**src/rtl/fetch_stage.sv**
```systemverilog
// fetch_stage: PC register plus IF/ID pipeline register with stall, flush, misalignment and flush-count tracking
module fetch_stage #(
  parameter logic [31:0] RESET_PC  = 32'h0000_0000,
  parameter logic [31:0] NOP_INSTR = 32'h0000_0013
) (
  input  logic        clk,
  input  logic        reset,
  input  logic        PC_Write,
  input  logic        IF_ID_Write,
  input  logic        IF_Flush,
  input  logic [31:0] Branch_Target,
  input  logic [31:0] Instr_In,
  output logic [31:0] PC_Out,
  output logic [31:0] IF_ID_PC,
  output logic [31:0] IF_ID_Instr,
  output logic        IF_ID_Valid,
  output logic        Misaligned_Target,
  output logic [15:0] Flush_Count
);
  logic [31:0] pc_q, pc_d, id_pc_q, id_pc_d, id_instr_q, id_instr_d;
  logic        id_valid_q, id_valid_d, mis_q, mis_d;
  logic [15:0] fcnt_q, fcnt_d;
  // next state: a flush redirects and bubbles regardless of any stall request
  always_comb begin
    pc_d       = IF_Flush ? {Branch_Target[31:2], 2'b00} : PC_Write ? pc_q + 32'd4 : pc_q;
    id_pc_d    = (IF_Flush || IF_ID_Write) ? pc_q : id_pc_q;
    id_instr_d = IF_Flush ? NOP_INSTR : IF_ID_Write ? Instr_In : id_instr_q;
    id_valid_d = IF_Flush ? 1'b0 : IF_ID_Write ? 1'b1 : id_valid_q;
    mis_d      = mis_q | (IF_Flush & (Branch_Target[1:0] != 2'b00));
    fcnt_d     = (IF_Flush && fcnt_q != 16'hFFFF) ? fcnt_q + 16'd1 : fcnt_q;
  end
  // state registers, cleared immediately by reset
  always_ff @(posedge clk or posedge reset) begin
    if (reset) begin
      pc_q       <= RESET_PC;
      id_pc_q    <= 32'h0;
      id_instr_q <= NOP_INSTR;
      id_valid_q <= 1'b0;
      mis_q      <= 1'b0;
      fcnt_q     <= 16'h0;
    end else begin
      pc_q       <= pc_d;
      id_pc_q    <= id_pc_d;
      id_instr_q <= id_instr_d;
      id_valid_q <= id_valid_d;
      mis_q      <= mis_d;
      fcnt_q     <= fcnt_d;
    end
  end
  assign PC_Out            = pc_q;
  assign IF_ID_PC          = id_pc_q;
  assign IF_ID_Instr       = id_instr_q;
  assign IF_ID_Valid       = id_valid_q;
  assign Misaligned_Target = mis_q;
  assign Flush_Count       = fcnt_q;
endmodule

```
**config.mk**
```make
export PLATFORM = sky130hd
export DESIGN_NAME = fetch_stage
export DESIGN_NICKNAME = d
export VERILOG_FILES = /design/src/rtl/fetch_stage.sv
export SDC_FILE = /design/constraint.sdc
export NUM_CORES = 1
export LEC_CHECK = 0
export ABC_AREA = 1
export BUFFER_PORTS_ARGS = -buffer_cell sky130_fd_sc_hd__buf_2
export CAP_MARGIN = 20
export CELL_PAD_IN_SITES_DETAIL_PLACEMENT = 1
export CELL_PAD_IN_SITES_GLOBAL_PLACEMENT = 1
export CORE_MARGIN = 3
export CORE_UTILIZATION = 36
export CTS_BUF_LIST = sky130_fd_sc_hd__clkbuf_16
export DETAILED_ROUTE_END_ITERATION = 10
export PLACE_DENSITY_LB_ADDON = 0.08
export REMOVE_ABC_BUFFERS = 1
export SYNTH_ARGS = -nofsm -noshare
export SYNTH_HDL_FRONTEND = slang
export SYNTH_SLANG_ARGS = --single-unit
```
**constraint.sdc**
```tcl
create_clock -name clk -period 5.22 [get_ports clk]
set_input_delay 1.044 -clock clk [delete_from_list [all_inputs] [get_ports clk]]
set_output_delay 1.044 -clock clk [all_outputs]
set_load 0.02 [all_outputs]
```
==> flow_metrics.py <==
metrics = {
    "global_routing": {
        "grt_max_degree": 44,
        "gr-total-overflow": 0,
        "grt_usage_pct": 21.16,
        "antenna_found_initial": 0,
        "grt_pass1_vias": 5345,
        "grt_pass1_wl_mm": 27.68,
    },
    "finish": {
        "fin_cells": 998,
        "diodes": 0,
        "fill_cells": 1769,
        "area_growth_pct": 25.38,
        "drive_above_1_share_pct": 26.16,
        "finalInstanceArea_sq_um": 6658,
        "nets": 884,
    },
    "timing": {
        "fin_tns_setup_ps": 0,
        "setup_viol": 0,
        "tightest_slew_ps": 792.0,
        "final_hold_viol_count": 0,
        "fin_ws_ps": 2678,
        "max-slew-margin-rel_pct": 47.14,
        "rsz0062_at_grt": "false",
        "clock.fmax_mhz": 393.3,
        "fin_skew_ps": 7.893,
        "period_share_pct": 48.70,
        "slew_violations": 0,
        "period_needed_ps": 2542,
    },
    "place": {
        "dp_cells": 981,
        "gp_congestion": 0.8318,
        "io_buffer_count": 178,
        "dp.final_hpwl_mm": 12.63,
        "pre_cts_slack_ps": 2306,
        "placed_cell_area_sq_um": 6354,
    },
    "synthesis": {
        "synth_top_area_share_pct": 50.42,
        "synth-async-reset-ratio_pct": 100.0,
        "synth_seq_cells": 110,
        "synth_edf_count": 0,
        "syn_inst": 640,
        "yosysMostFrequentCell": "nand2_1",
        "avgSynthCellArea_sq_um": 8.297,
        "synth-main-ff-cell": "dfrtp_1",
        "synth_area_leaders": "dfrtp_1, nand2_1, a22o_1",
        "synthTopCellsByCount": "nand2_1, dfrtp_1, nor2_1",
        "seq_area_frac_synth_pct": 51.91,
        "synth_warnings": 0,
        "synth.distinct_cells": 32,
        "synth_top_cell_by_area": "dfrtp_1",
        "synthesis.area_sq_um": 5310,
    },
    "die": {
        "die-width_microns": 127.5,
        "die_area_sq_um": 16240,
        "start_util_pct": 37.53,
        "rows": 43,
        "die_h_microns": 127.5,
        "core_sq_um": 14150,
        "pin_count": 183,
    },
    "pwr": {
        "clkPwrFrac_pct": 31.6,
        "p_int_w": 0.001470,
        "leakagePower_nw": 3.430,
        "powerDensity_nw_per_um2": 329.5,
        "seqPwrFrac_pct": 47.4,
        "p_sw_w": 0.0007243,
        "ir_worst_vdd_uv": 146.9,
        "total_power_w": 0.002194,
        "comb_power_share_pct": 20.9,
        "switching_share_pct": 33.02,
    },
    "route": {
        "vias_per_cell": 5.042,
        "final_antenna_net_count": 0,
        "wire_per_inst_microns": 16.82,
        "totalWireLength_mm": 16.79,
        "drc_errors": 0,
        "drt-initial-drc-count": 221,
        "via_count": 5032,
        "drt-pass1-iter-count": 4,
    },
    "setup_path": {
        "r2r-end": "PC_Out[26]$_DFFE_PP0N_",
        "crit_path_end_kind": "flop",
        "crit_arrival_ps": 2830,
        "max_stage_delay_ps": 620,
        "crit_family": "buffers and inverters",
        "slowest_stage": "inv_1",
        "rr_startpoint": "PC_Out[3]$_DFFE_PP0N_",
        "path_max_fanout": 22,
        "critical_path_depth": 7,
        "crit_chain": "buf_2, buf_4, inv_1, nand2_1, inv_1, nand3_1, nand2_1",
        "r2r_slack_ps": 3350,
        "crit_buf_inv": 4,
        "reg2reg_depth": 8,
        "startpoint_type": "input port",
        "path_class": "in -> reg",
        "startpoint": "IF_Flush",
        "endpoint": "PC_Out[26]$_DFFE_PP0N_",
        "required_ps": 5510,
    },
    "clock_network": {
        "clk_path_buf_depth": 2,
        "htree_levels": 3,
        "cts_made_buffers": 9,
        "clkLatencyLatePin_ps": 360,
        "cts_resized": 0,
        "cts_hold_buffers": 0,
        "cts_tree": "built",
        "cts_sinks": 110,
        "clk_transition_reported_paths_ps": 70,
        "cts_setup_buffers": 0,
        "clockRootBuffer": "clkbuf_16",
    },
    "worst_hold_path": {
        "hold_class": "reg -> reg",
    },
    "flow_run": {
        "drv_cap": 0,
    },
    "run_status": {
        "run_status": "finished, final reports clean",
    },
}
==> logic make-up after synthesis <==
logic type,after synthesis,share of synthesized area (%)
xor gates and xnor gates,17,2.804
and+or+nand+nor,339,26.04
other,1,0.07062
DFF,110,51.91
adders and majority gates,2,0.4712
buffers and inverters,73,6.267
AOI/OAI and AO/OA,98,12.44
==> per-layer routing <==
layer  GRT usage, %  part of all wire (%)  vias to the layer above  wire length, microns
met1          28.27                    45                     2469                  7570
met4          5.110                   1.1                        0                   191
met2          35.18                    48                      129                  8135
li1               -                     -                     2420                     -
met5              0                     0                        -                     0
met3          4.599                   5.3                       14                   891
==> cell type report <==
class / count / area, sq um / area share (%)
tap: 180 / 225.2 / 3.383
multi-input combinational: 460 / 2242 / 33.68
inverter: 47 / 181.4 / 2.725
sequential: 110 / 2756 / 41.40
clock inverter: 7 / 63.81 / 0.9585
timing repair buffer: 185 / 963.4 / 14.47
clock buffer: 9 / 225.2 / 3.383
==> layout by cell type (no fill, tap or decap) <==
cell and instances:
a22oi_1 18, conb_1 4, bufinv_16 1, buf_12 1, a22o_1 29, inv_4 2, xor2_1 8, nand3_2 1
nand2_4 1, ha_1 2, clkinv_1 1, o21bai_1 1, clkbuf_16 9, dfstp_2 3, a21oi_1 3, buf_2 178
nand3b_1 1, o22a_1 3, nand3_1 48, o21ai_0 43, o211ai_1 1, inv_6 1, inv_1 45, nor2_2 2
nand2_1 216, buf_4 5, clkinv_2 2, nand4_1 2, and2_1 2, nor2_1 61, nor2_4 1, nand2_2 3
nor3_4 1, buf_8 1, inv_2 1, clkinvlp_4 1, dfrtp_1 107, xnor2_1 9
==> registers in the layout, indices dropped and copies added, names as in the netlist <==
signal and flops:
IF_ID_Instr 32, IF_ID_PC 30, PC_Out 30, Flush_Count 16
IF_ID_Valid 1, Misaligned_Target 1
==> power groups by stage <==
| stage | Combinational [W] | Clock, W | Sequential (W) |
|---|---|---|---|
| global placement | 0.000454 | 0 | 0.00105 |
| global route | 0.000509 | 0.000751 | 0.00106 |
| floorplan | 0.000171 | 0 | 0.00114 |
| finish | 0.000460 | 0.000694 | 0.00104 |
| detailed placement | 0.000466 | 0 | 0.00106 |
| CTS | 0.000469 | 0.000719 | 0.00104 |
==> tightest hold or removal path, delay by kind of cell, from the launching register on <==
family             cells  cell delay (ps)
DFF                    1              340
AOI/OAI and AO/OA      1               60
and+or+nand+nor        1               50
==> how the worst min path moves through the flow <==
stage / from / endpoint / slack, ps / depth (start not counted)
3_5_place_dp: IF_ID_PC[28]$_DFFE_PP0P_ / IF_ID_PC[28]$_DFFE_PP0P_ / 470 / 2
5_1_grt: IF_ID_PC[4]$_DFFE_PP0P_ / IF_ID_PC[4]$_DFFE_PP0P_ / 510 / 2
3_3_place_gp: IF_ID_PC[20]$_DFFE_PP0P_ / IF_ID_PC[20]$_DFFE_PP0P_ / 460 / 2
4_1_cts: IF_ID_PC[28]$_DFFE_PP0P_ / IF_ID_PC[28]$_DFFE_PP0P_ / 490 / 2
6_report: IF_ID_PC[28]$_DFFE_PP0P_ / IF_ID_PC[28]$_DFFE_PP0P_ / 480 / 2
2_1_floorplan: IF_ID_Valid$_DFFE_PP0P_ / IF_ID_Valid$_DFFE_PP0P_ / 590 / 2
==> through the flow <==
step	utilization, %	hold slack (ps)
after floorplan	-	588.4
after global placement	44.76	462.7
after detailed placement	44.90	468.2
after CTS	46.94	487.4
after global routing	47.05	512.3
final	47.05	481.3
No activity file was read; power rests on OpenSTA's default activity.
